<file path="config.mk">
export PLATFORM = sky130hd
export DESIGN_NAME = mc_control
export DESIGN_NICKNAME = d
export VERILOG_FILES = /design/src/rtl/mc_control.sv
export SDC_FILE = /design/constraint.sdc
export NUM_CORES = 1
export LEC_CHECK = 0
export BUFFER_PORTS_ARGS = -buffer_cell sky130_fd_sc_hd__buf_2
export CORE_MARGIN = 4
export CORE_UTILIZATION = 52
export DETAILED_ROUTE_END_ITERATION = 6
export PLACE_DENSITY = 0.81
export SYNTH_ARGS = -nofsm -noshare
export SYNTH_HDL_FRONTEND = slang
export SYNTH_SLANG_ARGS = --single-unit
</file>
<file path="constraint.sdc">
create_clock -name clk_i -period 3.9 [get_ports clk_i]
set_input_delay 0.195 -clock clk_i [delete_from_list [all_inputs] [get_ports clk_i]]
set_output_delay 0.195 -clock clk_i [all_outputs]
set_load 0.01 [all_outputs]
</file>
<file path="src/rtl/mc_control.sv">
// Multi-cycle MIPS-style main control unit: Moore FSM producing datapath
// strobes, with a bounded memory-wait timeout and a retired-instruction counter.
module mc_control #(
  parameter int unsigned MEM_TIMEOUT = 15,
  parameter int unsigned CNT_W       = 32
) (
  input  logic             clk_i,
  input  logic             rst_i,
  input  logic [5:0]       op_i,
  input  logic [5:0]       funct_i,
  input  logic             zero_i,
  input  logic             mem_ready_i,
  output logic             pc_write_o,
  output logic             ir_write_o,
  output logic             iord_o,
  output logic             mem_read_o,
  output logic             mem_write_o,
  output logic             reg_write_o,
  output logic             reg_dst_o,
  output logic             mem_to_reg_o,
  output logic             alu_src_a_o,
  output logic [1:0]       alu_src_b_o,
  output logic [1:0]       alu_op_o,
  output logic [1:0]       pc_source_o,
  output logic [3:0]       state_o,
  output logic             illegal_o,
  output logic [CNT_W-1:0] retired_o
);

  localparam int unsigned WAIT_W = $clog2(MEM_TIMEOUT + 1);

  typedef enum logic [3:0] {
    S_IF     = 4'd0,
    S_ID     = 4'd1,
    S_EXE_R  = 4'd2,
    S_EXE_I  = 4'd3,
    S_ADDR   = 4'd4,
    S_MEM_RD = 4'd5,
    S_MEM_WR = 4'd6,
    S_WB_MEM = 4'd7,
    S_WB_R   = 4'd8,
    S_WB_I   = 4'd9,
    S_BR     = 4'd10,
    S_JMP    = 4'd11
  } state_e;

  localparam logic [5:0] OP_RTYPE = 6'd0;
  localparam logic [5:0] OP_ADDI  = 6'd8;
  localparam logic [5:0] OP_LW    = 6'd35;
  localparam logic [5:0] OP_SW    = 6'd43;
  localparam logic [5:0] OP_BEQ   = 6'd4;
  localparam logic [5:0] OP_BNE   = 6'd5;
  localparam logic [5:0] OP_J     = 6'd2;

  state_e             state_q, state_d;
  logic [WAIT_W-1:0]  wait_q, wait_d;
  logic [CNT_W-1:0]   retired_q, retired_d;
  logic               illegal_q, illegal_d;
  logic               mem_wait_st;
  logic               wait_last;
  logic               abort;
  logic               retire;

  // funct_i is decoded downstream by ALU control, never here.
  logic unused_funct;
  assign unused_funct = ^funct_i;

  assign mem_wait_st = (state_q == S_IF) || (state_q == S_MEM_RD) || (state_q == S_MEM_WR);
  assign wait_last   = (wait_q == WAIT_W'(MEM_TIMEOUT - 1));

  // NOTE: every comb output gets a default first so no path leaves it unassigned (no latch).
  always_comb begin
    state_d   = state_q;
    illegal_d = 1'b0;
    abort     = 1'b0;
    retire    = 1'b0;
    unique case (state_q)
      S_IF: begin
        if (mem_ready_i)    state_d = S_ID;
        else if (wait_last) abort   = 1'b1;
      end
      S_ID: begin
        unique case (op_i)
          OP_RTYPE:      state_d = S_EXE_R;
          OP_ADDI:       state_d = S_EXE_I;
          OP_LW, OP_SW:  state_d = S_ADDR;
          OP_BEQ, OP_BNE: state_d = S_BR;
          OP_J:          state_d = S_JMP;
          default: begin
            state_d   = S_IF;
            illegal_d = 1'b1;
          end
        endcase
      end
      S_EXE_R: state_d = S_WB_R;
      S_EXE_I: state_d = S_WB_I;
      S_ADDR: begin
        if (op_i == OP_LW)      state_d = S_MEM_RD;
        else if (op_i == OP_SW) state_d = S_MEM_WR;
        else                    state_d = S_IF;
      end
      S_MEM_RD: begin
        if (mem_ready_i)    state_d = S_WB_MEM;
        else if (wait_last) abort   = 1'b1;
      end
      S_MEM_WR: begin
        if (mem_ready_i) begin
          state_d = S_IF;
          retire  = 1'b1;
        end else if (wait_last) begin
          abort = 1'b1;
        end
      end
      S_WB_MEM, S_WB_R, S_WB_I, S_BR, S_JMP: begin
        state_d = S_IF;
        retire  = 1'b1;
      end
      default: state_d = S_IF;
    endcase

    if (abort) begin
      state_d   = S_IF;
      illegal_d = 1'b1;
    end

    // Counter is zero outside the wait states, so entering any of them starts fresh.
    wait_d    = (mem_wait_st && !mem_ready_i && !abort) ? wait_q + WAIT_W'(1) : '0;
    retired_d = retire ? retired_q + CNT_W'(1) : retired_q;
  end

  // NOTE: sequential state uses non-blocking assignments so all registers update together.
  always_ff @(posedge clk_i or negedge rst_i) begin
    if (!rst_i) begin
      state_q   <= S_IF;
      wait_q    <= '0;
      retired_q <= '0;
      illegal_q <= 1'b0;
    end else begin
      state_q   <= state_d;
      wait_q    <= wait_d;
      retired_q <= retired_d;
      illegal_q <= illegal_d;
    end
  end

  always_comb begin
    pc_write_o   = 1'b0;
    ir_write_o   = 1'b0;
    iord_o       = 1'b0;
    mem_read_o   = 1'b0;
    mem_write_o  = 1'b0;
    reg_write_o  = 1'b0;
    reg_dst_o    = 1'b0;
    mem_to_reg_o = 1'b0;
    alu_src_a_o  = 1'b0;
    alu_src_b_o  = 2'd0;
    alu_op_o     = 2'd0;
    pc_source_o  = 2'd0;
    unique case (state_q)
      S_IF: begin
        mem_read_o  = 1'b1;
        alu_src_b_o = 2'd1;
        // Fetch writes are suppressed while reset is held low.
        ir_write_o  = mem_ready_i && rst_i;
        pc_write_o  = mem_ready_i && rst_i;
      end
      S_ID:    alu_src_b_o = 2'd3;
      S_EXE_R: begin
        alu_src_a_o = 1'b1;
        alu_op_o    = 2'd2;
      end
      S_EXE_I, S_ADDR: begin
        alu_src_a_o = 1'b1;
        alu_src_b_o = 2'd2;
      end
      S_MEM_RD: begin
        iord_o     = 1'b1;
        mem_read_o = 1'b1;
      end
      S_MEM_WR: begin
        iord_o      = 1'b1;
        mem_write_o = 1'b1;
      end
      S_WB_MEM: begin
        reg_write_o  = 1'b1;
        mem_to_reg_o = 1'b1;
      end
      S_WB_R: begin
        reg_write_o = 1'b1;
        reg_dst_o   = 1'b1;
      end
      S_WB_I:  reg_write_o = 1'b1;
      S_BR: begin
        alu_src_a_o = 1'b1;
        alu_op_o    = 2'd1;
        pc_source_o = 2'd1;
        pc_write_o  = ((op_i == OP_BEQ) && zero_i) || ((op_i == OP_BNE) && !zero_i);
      end
      S_JMP: begin
        pc_source_o = 2'd2;
        pc_write_o  = 1'b1;
      end
      default: ;
    endcase
  end

  assign state_o   = state_q;
  assign illegal_o = illegal_q;
  assign retired_o = retired_q;

endmodule

</file>
# Word-level counts from Yosys, hierarchy flattened
# Cells that the tools add are included.
# totals
ff_bits	41
in_bits	16
wordCells	80
# classes
n_addsub	2
n_eq_ne	21
muxes	29
n_reduce_logical	24
# op_table
cell	n
32-bit by 1-bit adder with 32-bit output (second input constant)	1
4-bit one-hot mux with 7 select lines	1
4-bit equality test (second input constant)	5
4-bit 2-to-1 mux	5
4-bit one-hot mux with 5 select lines	1
4-bit by 3-bit equality test with 1-bit output (second input constant)	4
1-bit 2-to-1 mux	15
6-bit by 3-bit equality test with 1-bit output (second input constant)	2
6-bit equality test (second input constant)	2
2-bit OR reduction	5
3-bit inequality test (second input constant)	3
4-bit by 2-bit equality test with 1-bit output (second input constant)	2
2-bit one-hot mux with 2 select lines	2
7-bit OR reduction	1
6-bit by 2-bit equality test with 1-bit output (second input constant)	1
6-bit by 4-bit equality test with 1-bit output (second input constant)	1
6-bit logical NOT	1
3-bit 2-to-1 mux	2
2-bit one-hot mux with 3 select lines	1
3-bit OR reduction	2
1-bit logical AND	5
5-bit OR reduction	1
4-bit by 1-bit adder with 4-bit output (second input constant)	1
4-bit by 1-bit equality test with 1-bit output (second input constant)	1
7 further kinds	11

# Logic depth before layout (Yosys ltp)
# logic_depth
depth_word	7
mapped_depth	8

# Worst setup path before layout
# OpenSTA, ideal clock, no wires.
# synth_path
kind	register to register
from	reg state_q[2], in the netlist state_o[2]
to	reg retired_q[31], in the netlist retired_o[31]
setup_time_ns	0.079
arrival_ns	1.569
setup_slack_ns	2.251
path_stages_with_launch	8
n_path_buf	2
synth_period_minus_slack_ns	1.649
cell_sequence	dfrtp_1 -> buf_4 -> nand2b_1 -> o21ai_2 -> buf_4 -> nand4_4 -> nor4_4 -> xor2_1
# synth_between
elab_chain_cells	3
elab_cells_between_ends	8
cone_classes	6 x eq/ne; 1 x mux; 1 x reduce/logical
# synth_lines
item	line_no	rtl
from (decl)	55	state_e state_q, state_d;
from (signal assigned)	139	state_q <= state_d;
4-bit equality test / 4-bit by 3-bit equality test with 1-bit output (equally long branches)	77	unique case (state_q)
5-bit OR reduction	77	
1-bit one-hot mux with 2 select lines *	77	
to (signal assigned)	141	retired_q <= retired_d;
to (decl)	57	logic [CNT_W-1:0] retired_q, retired_d;
# Mark *: on every way between the ends. The rest lies on a longest branch, timed or not.
# A chain may end at the register's enable or synchronous reset.

# Worst setup path in the final report
# layout_path
from	reg state_q[2], in the netlist state_o[2]
to	reg retired_q[29], in the netlist retired_o[29]
# Same word-level chain as after synthesis.

==> run_results.csv <==
group,metric,value,unit
routing,vias_per_cell,5.51,
timing,rsz0062_at_grt,"false",
job,cap_violations,0,
routing,drtAntennaViolNets,0,
floorplanning,die_area,0.00545,mm²
yosys,synthesis.area,0.00225,mm²
critical_path,reg2reg_depth,5,
clock_tree,clockBufferDepth,2,
critical_path,worstSetupEndpoint,"retired_o[29]$_DFFE_PN0P_",
floorplanning,io_pins,68,
routing,drc,0,
power_and_ir_drop,combPwrFrac,35.3,%
yosys,synth-seq-area-share,45.5,%
timing,hold_ws,0.310,ns
routing,wirelength,4630,µm
clock_tree,clock_latency,0.29,ns
routing,wl_per_cell,13.5,µm
critical_path,crit_arrival,2.54,ns
global_route,grt_pass1_vias,1749,
routing,dr.pass1.iters,4,
power_and_ir_drop,p_switching,0.000526,W
critical_path,reg2reg_setup_slack,1.57,ns
timing,maxSlewHeadroom,59.8,%
power_and_ir_drop,p_sw_share,39.0,%
place,dpl_cell_area,0.00257,mm²
critical_path,r2r-start,"state_o[2]$_DFFE_PN0P_",
timing,clock.fmax,430,MHz
timing,hold_viol,0,
clock_tree,clk_pin_slew_worst_paths,0.07,ns
floorplanning,initial_core_util,55.2,%
yosys,synth-async-reset-ratio,100,%
yosys,syn_nets,254,
timing,fin_worst_skew,0.00521,ns
floorplanning,die_x,73.8,µm
critical_path,cp-start-kind,"flip-flop",
power_and_ir_drop,pwr-share-seq,44.4,%
yosys,synth_cell_types,46,
yosys,syn_inst,235,
finish,drive_above_1_share,25.5,%
critical_path,worstSetupEndpointType,"flip-flop",
finish,area_growth,18.3,%
clock_tree,ctsHoldBuffers,1,
timing,min_period_over_period,59.7,%
global_route,grt_use_total,18.7,%
yosys,ys_ff_latch,41,
floorplanning,die_h,73.8,µm
place,gp_congestion,0.836,
place,place_hpwl,3460,µm
yosys,ys.flop_type,"dfrtp_1",
timing,setup_violations,0,
finish,n_antenna_cell,0,
clock_tree,cts_resized,0,
clock_tree,cts_sinks,41,
yosys,yosys_warnings,0,
critical_path,setup.worst_path.start,"state_o[2]$_DFFE_PN0P_",
global_route,grt_max_degree,43,
clock_tree,cts_setup_buffers,0,
timing,drv_slew,0,
floorplanning,row_count,23,
power_and_ir_drop,vdd_ir_drop_max,0.000352,V
critical_path,worstPathRequired,4.11,ns
outcome,status,"finished clean",
clock_tree,cts_buffers,5,
global_route,antenna_found_initial,0,
power_and_ir_drop,internal-power,0.000821,W
place,io_buffers,61,
clock_tree,cts_tree,"built",
timing,fin_crit,2.33,ns
clock_tree,htree_levels,2,
timing,worst_pin_slew,0.603,ns
power_and_ir_drop,p_per_area,505,mW/mm²
global_route,overflow,0,
hold_path,hp-class,"in -> reg",
power_and_ir_drop,p_leak,1.37,nW
global_route,grt_pass1_wl,7940,µm
power_and_ir_drop,p_clk_share,20.3,%
floorplanning,core,0.00409,mm²
finish,final_util,65.3,%
timing,setup_tns,0,ns
yosys,synth_area_per_cell,9.59,µm²
routing,vias,1895,
critical_path,timing.rr.end,"retired_o[29]$_DFFE_PN0P_",
routing,drtIter0Drc,101,
finish,stdcell_area,0.00267,mm²
yosys,synth_edf_count,0,
finish,layout.nets,313,
critical_path,worstSetupPathType,"reg -> reg",
clock_tree,cts_root_buf,"clkbuf_8",
critical_path,cp_max_fo,19,
==> flip-flops by register name, summed over array words and instances (netlist names) <==
| name | cells |
|---|---|
| wait_q | 4 |
| state_o | 4 |
| retired_o | 32 |
| illegal_o | 1 |
==> how the worst min path moves through the flow <==
stage | from | cells past startpoint | to
floorplan | rst_i | 0 | illegal_o$_DFF_PN0_
global placement | rst_i | 2 | retired_o[12]$_DFFE_PN0P_
detailed placement | rst_i | 2 | retired_o[13]$_DFFE_PN0P_
CTS | mem_ready_i | 3 | state_o[1]$_DFFE_PN0P_
global route | mem_ready_i | 3 | state_o[1]$_DFFE_PN0P_
finish | mem_ready_i | 3 | state_o[1]$_DFFE_PN0P_
==> area by class of cell <==
cell class	instances	area (µm²)
Sequential cell	41	1030
Tap cell	50	62.6
Clock buffer	7	86.3
Inverter	6	22.5
Timing Repair Buffer	63	323
Fill cell	346	1420
Multi-Input combinational cell	177	1150
==> power by group through the flow <==
stage / Sequential (W) / Clock (W) / Combinational (W)
detailed placement: 0.000605 / 0 / 0.000478
global placement: 0.000604 / 0 / 0.000472
global route: 0.000614 / 0.000302 / 0.000537
floorplan: 0.000549 / 0 / 0.000386
finish: 0.000598 / 0.000274 / 0.000475
CTS: 0.000597 / 0.000283 / 0.000483
==> per-layer routing <==
layer	GRT usage, %	part of all wire (%)	vias to the layer above
met5	0	0	-
met4	7.44	1.5	0
met3	4.24	4.9	8
met2	30.0	48	40
met1	24.4	46	924
li1	-	-	923
==> synth_stat cells, types with 3 or more instances <==
cell type / count / area (µm²)
and3_1: 5 / 31.3
nor3_1: 12 / 60.1
o21ai_0: 5 / 25.0
nor2_1: 26 / 97.6
a31oi_1: 3 / 18.8
a21oi_1: 5 / 25.0
xor2_1: 14 / 123
xnor2_1: 22 / 193
nor2b_1: 3 / 18.8
nand4_1: 6 / 37.5
ha_1: 3 / 37.5
nand2b_1: 5 / 31.3
inv_1: 6 / 22.5
nand2_1: 21 / 78.8
clkbuf_1: 5 / 18.8
dfrtp_1: 41 / 1030
nand3_1: 15 / 75.1
==> cells in the final DEF, fill, tap and decap left out, types with 3 or more instances in the layout <==
cell / n
inv_1: 6
a21oi_1: 5
nand4_1: 6
dfrtp_1: 41
xnor2_1: 22
o21ai_0: 5
buf_2: 61
xor2_1: 14
nor2b_1: 3
nand2b_1: 5
nor3_1: 12
and3_1: 5
nor2_1: 26
nand2_1: 21
nand3_1: 15
clkbuf_8: 6
ha_1: 3
a31oi_1: 3
==> metrics by stage <==
stage               setup WS, ns  std cells  power, W
global placement            1.61        336   0.00108
CTS                         1.57        344   0.00136
finish                      1.57        344   0.00135
detailed placement          1.59        336   0.00108
floorplan                   2.25        235  0.000935
global route                1.30        344   0.00145
==> cells by family after synthesis <==
| logic type | Yosys count | synth area share (%) |
|---|---|---|
| xor+xnor | 36 | 14.0 |
| compound gates | 27 | 7.88 |
| mux | 1 | 0.499 |
| buf+inv | 17 | 3.61 |
| simple gates | 110 | 26.9 |
| flops | 41 | 45.5 |
| fa+ha+maj | 3 | 1.66 |
==> worst max-delay path: stages (launching register included) <==
cell and delay, ns:
dfrtp_1 0.69, nand2b_1 0.32, o21ai_2 0.51, nand4_4 0.27, nor3_1 0.28, xor2_1 0.18
(Power assumes the default switching activity.)
